**src/rtl/morse_decoder_pkg.sv**
```systemverilog
// Shared Morse definitions: default unit length, character code type and FSM states.
package morse_decoder_pkg;

  localparam int unsigned MORSE_UNIT_CYCLES_C = 600_000;

  typedef logic [5:0] char_t;

  localparam char_t CHAR_WORD_SPACE_C  = 6'd36;
  localparam char_t CHAR_LAST_SYMBOL_C = 6'd35;

  typedef enum logic [1:0] {
    IDLE,
    MARK,
    SPACE,
    GAP
  } state_t;

endpackage

```
**src/rtl/morse_lut.sv**
```systemverilog
// International Morse table: code -> element count and left-aligned pattern (1 = dash).
module morse_lut
  import morse_decoder_pkg::*;
(
  input  char_t      code,
  output logic [2:0] len,
  output logic [4:0] pattern,
  output logic       valid
);

  always_comb begin
    len     = '0;
    pattern = '0;
    valid   = 1'b1;
    case (code)
      6'd0:  {len, pattern} = {3'd2, 5'b01000}; // A .-
      6'd1:  {len, pattern} = {3'd4, 5'b10000}; // B -...
      6'd2:  {len, pattern} = {3'd4, 5'b10100}; // C -.-.
      6'd3:  {len, pattern} = {3'd3, 5'b10000}; // D -..
      6'd4:  {len, pattern} = {3'd1, 5'b00000}; // E .
      6'd5:  {len, pattern} = {3'd4, 5'b00100}; // F ..-.
      6'd6:  {len, pattern} = {3'd3, 5'b11000}; // G --.
      6'd7:  {len, pattern} = {3'd4, 5'b00000}; // H ....
      6'd8:  {len, pattern} = {3'd2, 5'b00000}; // I ..
      6'd9:  {len, pattern} = {3'd4, 5'b01110}; // J .---
      6'd10: {len, pattern} = {3'd3, 5'b10100}; // K -.-
      6'd11: {len, pattern} = {3'd4, 5'b01000}; // L .-..
      6'd12: {len, pattern} = {3'd2, 5'b11000}; // M --
      6'd13: {len, pattern} = {3'd2, 5'b10000}; // N -.
      6'd14: {len, pattern} = {3'd3, 5'b11100}; // O ---
      6'd15: {len, pattern} = {3'd4, 5'b01100}; // P .--.
      6'd16: {len, pattern} = {3'd4, 5'b11010}; // Q --.-
      6'd17: {len, pattern} = {3'd3, 5'b01000}; // R .-.
      6'd18: {len, pattern} = {3'd3, 5'b00000}; // S ...
      6'd19: {len, pattern} = {3'd1, 5'b10000}; // T -
      6'd20: {len, pattern} = {3'd3, 5'b00100}; // U ..-
      6'd21: {len, pattern} = {3'd4, 5'b00010}; // V ...-
      6'd22: {len, pattern} = {3'd3, 5'b01100}; // W .--
      6'd23: {len, pattern} = {3'd4, 5'b10010}; // X -..-
      6'd24: {len, pattern} = {3'd4, 5'b10110}; // Y -.--
      6'd25: {len, pattern} = {3'd4, 5'b11000}; // Z --..
      6'd26: {len, pattern} = {3'd5, 5'b11111}; // 0
      6'd27: {len, pattern} = {3'd5, 5'b01111}; // 1
      6'd28: {len, pattern} = {3'd5, 5'b00111}; // 2
      6'd29: {len, pattern} = {3'd5, 5'b00011}; // 3
      6'd30: {len, pattern} = {3'd5, 5'b00001}; // 4
      6'd31: {len, pattern} = {3'd5, 5'b00000}; // 5
      6'd32: {len, pattern} = {3'd5, 5'b10000}; // 6
      6'd33: {len, pattern} = {3'd5, 5'b11000}; // 7
      6'd34: {len, pattern} = {3'd5, 5'b11100}; // 8
      6'd35: {len, pattern} = {3'd5, 5'b11110}; // 9
      default: valid = 1'b0;
    endcase
  end

endmodule

```
**src/rtl/morse_encoder.sv**
```systemverilog
// Morse keyer: accepts one character per valid/ready transfer and keys it out
// with standard unit timing (dot 1, dash 3, element space 1, trailing gap 3).
module morse_encoder
  import morse_decoder_pkg::*;
#(
  parameter int unsigned UNIT_CYCLES = MORSE_UNIT_CYCLES_C
) (
  input  logic       clk,
  input  logic       resetn,
  input  logic       char_valid_i,
  input  logic [5:0] char_i,
  output logic       char_ready_o,
  output logic       key_o,
  output logic       busy_o,
  output logic       err_o
);

  localparam int unsigned     UW         = (UNIT_CYCLES > 1) ? $clog2(UNIT_CYCLES) : 1;
  localparam logic [UW-1:0]   U_LAST     = UW'(UNIT_CYCLES - 1);
  localparam logic [2:0]      TRAIL_LAST = 3'd2;
  // Word-space gap starts part-way into its first unit so that the two
  // handshake IDLE cycles are absorbed and word silence totals 7 units.
  localparam logic [UW-1:0]   WS_START   = UW'((UNIT_CYCLES > 2) ? 2 : 0);
  localparam logic [2:0]      WS_LAST    = (UNIT_CYCLES > 2) ? 3'd3 : 3'd2;

  state_t        state, state_nxt;
  logic [UW-1:0] ucnt, ucnt_nxt;
  logic [2:0]    ecnt, ecnt_nxt;
  logic [2:0]    gap_last, gap_last_nxt;
  logic [2:0]    rem, rem_nxt;
  logic [4:0]    sr, sr_nxt;
  logic          key_q, key_nxt;
  logic          err_q, err_nxt;

  logic [2:0]    lut_len;
  logic [4:0]    lut_pattern;
  logic          lut_valid;
  logic          unit_end;
  logic          mark_done;

  morse_lut u_lut (
    .code    (char_i),
    .len     (lut_len),
    .pattern (lut_pattern),
    .valid   (lut_valid)
  );

  assign unit_end  = (ucnt == U_LAST);
  assign mark_done = unit_end && (sr[4] ? (ecnt == 3'd2) : (ecnt == 3'd0));

  always_comb begin
    state_nxt    = state;
    ucnt_nxt     = ucnt;
    ecnt_nxt     = ecnt;
    gap_last_nxt = gap_last;
    rem_nxt      = rem;
    sr_nxt       = sr;
    err_nxt      = 1'b0;

    case (state)
      IDLE: begin
        ucnt_nxt = '0;
        ecnt_nxt = '0;
        if (char_valid_i) begin
          if (lut_valid) begin
            state_nxt = MARK;
            sr_nxt    = lut_pattern;
            rem_nxt   = lut_len;
          end else if (char_i == CHAR_WORD_SPACE_C) begin
            state_nxt    = GAP;
            ucnt_nxt     = WS_START;
            gap_last_nxt = WS_LAST;
          end else begin
            err_nxt = 1'b1;
          end
        end
      end

      MARK: begin
        ucnt_nxt = unit_end ? '0 : ucnt + UW'(1);
        if (mark_done) begin
          ecnt_nxt = '0;
          sr_nxt   = {sr[3:0], 1'b0};
          rem_nxt  = rem - 3'd1;
          if (rem == 3'd1) begin
            state_nxt    = GAP;
            gap_last_nxt = TRAIL_LAST;
          end else begin
            state_nxt = SPACE;
          end
        end else if (unit_end) begin
          ecnt_nxt = ecnt + 3'd1;
        end
      end

      SPACE: begin
        ucnt_nxt = unit_end ? '0 : ucnt + UW'(1);
        if (unit_end) state_nxt = MARK;
      end

      GAP: begin
        ucnt_nxt = unit_end ? '0 : ucnt + UW'(1);
        if (unit_end) begin
          if (ecnt == gap_last) begin
            state_nxt = IDLE;
            ecnt_nxt  = '0;
          end else begin
            ecnt_nxt = ecnt + 3'd1;
          end
        end
      end

      default: state_nxt = IDLE;
    endcase

    key_nxt = (state_nxt == MARK);
  end

  always_ff @(posedge clk) begin
    if (!resetn) begin
      state    <= IDLE;
      ucnt     <= '0;
      ecnt     <= '0;
      gap_last <= '0;
      rem      <= '0;
      sr       <= '0;
      key_q    <= 1'b0;
      err_q    <= 1'b0;
    end else begin
      state    <= state_nxt;
      ucnt     <= ucnt_nxt;
      ecnt     <= ecnt_nxt;
      gap_last <= gap_last_nxt;
      rem      <= rem_nxt;
      sr       <= sr_nxt;
      key_q    <= key_nxt;
      err_q    <= err_nxt;
    end
  end

  assign char_ready_o = (state == IDLE);
  assign busy_o       = ~char_ready_o;
  assign key_o        = key_q;
  assign err_o        = err_q;

endmodule
```
**config.mk**
```make
export PLATFORM = sky130hd
export DESIGN_NAME = morse_encoder
export DESIGN_NICKNAME = d
export VERILOG_FILES = /design/src/rtl/morse_decoder_pkg.sv /design/src/rtl/morse_lut.sv /design/src/rtl/morse_encoder.sv
export SDC_FILE = /design/constraint.sdc
export NUM_CORES = 1
export LEC_CHECK = 0
export ABC_AREA = 1
export CORE_ASPECT_RATIO = 0.9
export CORE_MARGIN = 4
export CORE_UTILIZATION = 55
export DETAILED_ROUTE_END_ITERATION = 12
export PLACE_DENSITY = 0.74
export SYNTH_ARGS = -nofsm -noshare
export SYNTH_HDL_FRONTEND = slang
export SYNTH_SLANG_ARGS = --single-unit
```
**constraint.sdc**
```tcl
create_clock -name clk -period 4.8 [get_ports clk]
set_input_delay 0.72 -clock clk [delete_from_list [all_inputs] [get_ports clk]]
set_output_delay 0.72 -clock clk [all_outputs]
set_load 0.02 [all_outputs]
```
# ---- Word level (Yosys, flattened, before mapping)
# Cells that the tools add are included.
dict set report word_totals {
  register_bits 38
  inputBits 9
  out_inout_bits 4
  word_cells 128
}
dict set report classes {
  addsub 3
  eq_ne 52
  muxes 38
  bitwise_logic 3
  reduce_logical 24
}
# op n
set ops {}
lappend ops {{equality test 6 x 5 -> 1 bit, second input constant} 16}
lappend ops {{case mux 5 bit (18 select lines)} 1}
lappend ops {{equality test 6 x 4 -> 1 bit, second input constant} 8}
lappend ops {{case mux 20 bit (2 select lines)} 1}
lappend ops {{two-way mux 3 bit} 12}
lappend ops {{OR reduction 36 bit} 1}
lappend ops {{equality test 6 bit, second input constant} 5}
lappend ops {{equality test 6 x 3 -> 1 bit, second input constant} 4}
lappend ops {{adder 20 x 1 -> 20 bit, second input constant} 1}
lappend ops {{equality test 20 bit, second input constant} 1}
lappend ops {{two-way mux 2 bit} 10}
lappend ops {{two-way mux 20 bit} 1}
lappend ops {{two-way mux 5 bit} 3}
lappend ops {{case mux 3 bit (5 select lines)} 1}
lappend ops {{equality test 6 x 2 -> 1 bit, second input constant} 2}
lappend ops {{case mux 3 bit (2 select lines)} 2}
lappend ops {{OR reduction 12 bit} 1}
lappend ops {{OR reduction 4 bit} 3}
lappend ops {{!= test 2 bit, second input constant} 5}
lappend ops {{case mux 5 bit (2 select lines)} 1}
lappend ops {{OR reduction 10 bit} 1}
lappend ops {{OR reduction 2 bit} 5}
lappend ops {{case mux 3 bit (3 select lines)} 1}
lappend ops {{case mux 2 bit (4 select lines)} 1}
lappend ops {{24 further kinds} 33}

# ---- Logic depth before layout (Yosys ltp)
dict set report logic_depth {
  ltp_word 7
  depth_mapped 12
  depth_no_buf 12
}

# ---- Modules after synthesis
# Synthesis repeated with hierarchy kept, for this count alone.
dict set report unflattened {
  hier_cells 419
  area_unflattened_um2 2692.6
}
# module instances cells_per_inst area_per_inst_um2 seq_area_each_um2
set modules_own_cells {}
lappend modules_own_cells {morse_encoder 1 281 2050.7 740.7}
lappend modules_own_cells {morse_lut 1 138 641.9 0.0}

# ---- Worst setup path after synthesis
# No wires, ideal clock.
dict set report synth_path {
  path_type {input -> register}
  start {input char_i[4]}
  end {register sr[4]}
  setup_time_ns 0.112
  arrival_time_ns 1.600
  required_time_ns 4.688
  path_slack_ns 3.089
  cell_stages 11
  n_path_buf 1
  cell_sequence {inv_1 > nor2_4 > buf_4 > nand3_1 > nand2_1 > nor2_1 > nand3_1 > nor2_1 > nor2_1 > nor2_1 > nor2_1}
}
dict set report synth_via {
  elab_chain_cells 6
  elab_cells_between_ends 51
  classes_between {eq/ne (36); mux (5); reduce/logical (10)}
}
# item line_no
set synth_rtl {}
lappend synth_rtl {{from (decl)} morse_encoder.sv:11} ;# input logic [5:0] char_i,
lappend synth_rtl {{equality test 6 x 1 -> 1 bit (tied with other cells)} morse_lut.sv:15} ;# case (code)
lappend synth_rtl {{OR reduction 5 bit (no source line) (tied with other cells)} n/a}
lappend synth_rtl {{case mux 5 bit (18 select lines)} morse_lut.sv:15}
lappend synth_rtl {{two-way mux 5 bit} morse_encoder.sv:65} ;# if (lut_valid) begin
lappend synth_rtl {{two-way mux 5 bit} morse_encoder.sv:64} ;# if (char_valid_i) begin
lappend synth_rtl {{case mux 5 bit (2 select lines)} morse_encoder.sv:60} ;# case (state)
lappend synth_rtl {{to (signal assigned)} morse_encoder.sv:135} ;# sr <= sr_nxt;
lappend synth_rtl {{to (decl)} morse_encoder.sv:31} ;# logic [4:0] sr, sr_nxt;
# Parallel ways exist; a longest one is shown, timed or not. The select of a mux whose other input is x is not followed.
# A chain may end at the register's enable or synchronous reset.

==> run metrics <==
gpl congestion slightly below 1; Die Span X about 80 µm; diode count 0; Logic pwr share 0.198; status completed; RSZ-0062 raised after global routing false; Peak VDD IR ~250 µV; Starting DRT DRC Count 412; Max H-tree Level 2; Seq cells post-synth 37; post-DP HPWL between 4 and 5 mm; sequential area share after synthesis 0.274; CTS Sinks 37; core area 4600 µm²; Simple-Gate Fraction of Synth Area 0.534; Sw Share 0.292; number of routed nets with antenna violations 0; hold_buf cts 0; die height 74.5 µm; layout net count ~480; Initial Util 0.587; most frequent cell after synthesis nand2_1; full die area 6110 µm²; power per cell area roughly 230 nW/µm²; vias around 2800; post-CTS setup buffers 0; port bufs 12; CTS resizes 0; area grow syn2layout 7.96%; initial antenna violation count 0; Compound-Gate Fraction of Synth Area 0.0560; FFs w/ async S/R, synth 0; Num CTS Buffers 5; CP required between 5000 and 6000 ps; Clock Power Share 0.321; Slew HR 0.543; TritonCTS clock tree built; Boundary Pins 13; Row Count 23; Seq pwr share 0.480; share of layout cells above drive strength 1 0.0705; top post-synthesis cells by area dfxtp_1 27%, nand2_1 18%, nor2_1 12%; Synth area leader dfxtp_1; Cell variety after synth 31; Post-Syn Area 2710 µm²; clk_lat worst skew about 280 ps; Remaining Overflow, GRT 0; multiplexer share of the synthesized area 0; CP arrival about 2700 ps; Synthesis Warnings 0; Adder-Cell Fraction of Synth Area 0.0278; Max Clk Rate 0.403 GHz; Clock Tree Root clkbuf_8; Tmin final between 2000 and 2500 ps; 1st-pass router iterations 5; Final Hold Viols 0; Mapped Avg Cell Area roughly 5.9 µm²; final period utilization 0.517; Internal Power between 400 and 500 µW; Worst Setup Path Type in -> reg; post-synthesis cell count 457; XOR/XNOR share of the synthesized area 0.0162; crit path launch type input port; synth cell count leaders 129 x nand2_1, 84 x nor2_1, 50 x nand3_1; Yosys top cell area share 0.274; min-delay worst type reg -> reg; DRC 0; drt wl/cell ~12 µm; Util after Layout 0.634; maxcap violations 0; leakage ~1.3 nW; vias in the first global route 2402; Clock Pin Slew Worst Setup and Hold Paths 70 ps; Post-Route WL ~6.5 mm; clk buf depth 2; total power 678 µW; worst slew pin tran between 600 and 700 ps; GRT Overall Usage 0.231; Post-synth EDFFs 0; ys flop type dfxtp_1; Final Max Tran Viols 0; crit end category flip-flop; main combinational cell family by area after synthesis simple AND/OR/NAND/NOR gates; Post-Syn Nets between 400 and 500; sum of negative setup slack 0 ps; Final setup viols 0; Fin Clk Skew ~3.4 ps; CP max FO 14; drt via density approximately 5.3; switching power total roughly 200 µW; first-pass GRT wire length ~11 mm; largest net degree at the start of global routing 17
logic make-up (layout without fill, tap and decap cells):
group / Yosys count / count (layout)
flops: 37 / 37
compound gates: 30 / 30
buf+inv: 56 / 67
fa+ha+maj: 6 / 6
simple gates: 323 / 323
xor+xnor: 5 / 5
placed cells by master, fill, tap and decap left out:
cell type / count
a31oi_1: 1
nor2_2: 10
nand3_2: 1
ha_1: 6
clkinv_1: 1
a21oi_1: 21
clkbuf_1: 1
nor3_1: 17
inv_2: 5
nand2_4: 1
and3_1: 1
nand3_4: 1
o21ai_0: 7
nand2_1: 129
xnor2_1: 2
nand3b_1: 6
inv_1: 42
nor2_1: 84
or2_2: 4
dfxtp_1: 37
nor3_2: 1
clkbuf_8: 6
o21ai_1: 1
xor2_1: 3
nand3_1: 50
nand2_2: 2
nor2_4: 2
clkdlybuf4s50_1: 12
nand4_1: 13
nor4_1: 1
path summary, 6_finish.rpt:
check	startpoint	to	slack, ps	cells past startpoint
worst max-delay path	resetn	ucnt[18]	2320	5
worst min-delay path	gap_last[1]	gap_last[1]	470	2
worst max register to register	ucnt[0]	ucnt[9]	2570	10
worst min register to register	gap_last[1]	gap_last[1]	470	2
per-layer routing:
metal	global-route usage	up-vias	part of all wire
met4	0.0664	0	0.0083
met1	0.354	1216	0.51
met2	0.328	103	0.41
met3	0.0363	9	0.068
li1	-	1491	-
met5	0	-	0
layout make-up:
cell class / instances / area (µm²)
inverter: 48 / 180
tap: 62 / 77.6
clock buffer: 7 / 86.3
multi-input combinational: 364 / 1720
sequential: 37 / 741
timing repair buffer: 12 / 120
fill: 451 / 1680
through the flow:
step / setup slack, ps / area, µm² / hold slack, ps / cells
finish: 2320 / 2920 / 474 / 530
global route: 2130 / 2920 / 519 / 530
CTS: 2340 / 2920 / 480 / 530
detailed placement: 2060 / 2830 / 468 / 523
global placement: 2120 / 2830 / 462 / 523
floorplan: 3090 / 2710 / 444 / 457
sequential cells by signal, indices dropped and copies added, names as in the netlist:
signal / count
state: 2
key_o: 1
gap_last: 2
err_o: 1
sr: 5
ecnt: 3
ucnt: 20
rem: 3
worst max-delay path, stage by stage:
cell,delay (ps)
clkdlybuf4s50_1,770
nand3_1,570
inv_1,370
o21ai_0,140
a21oi_1,130
power by group through the flow:
stage / registers, mW / clock network, mW / logic, mW
after detailed placement: 0.333 / 0 / 0.133
final: 0.326 / 0.218 / 0.135
after CTS: 0.326 / 0.223 / 0.133
after floorplan: 0.333 / 0 / 0.100
after global placement: 0.332 / 0 / 0.131
after global routing: 0.327 / 0.240 / 0.151
No activity file was read; power rests on OpenSTA's default activity.
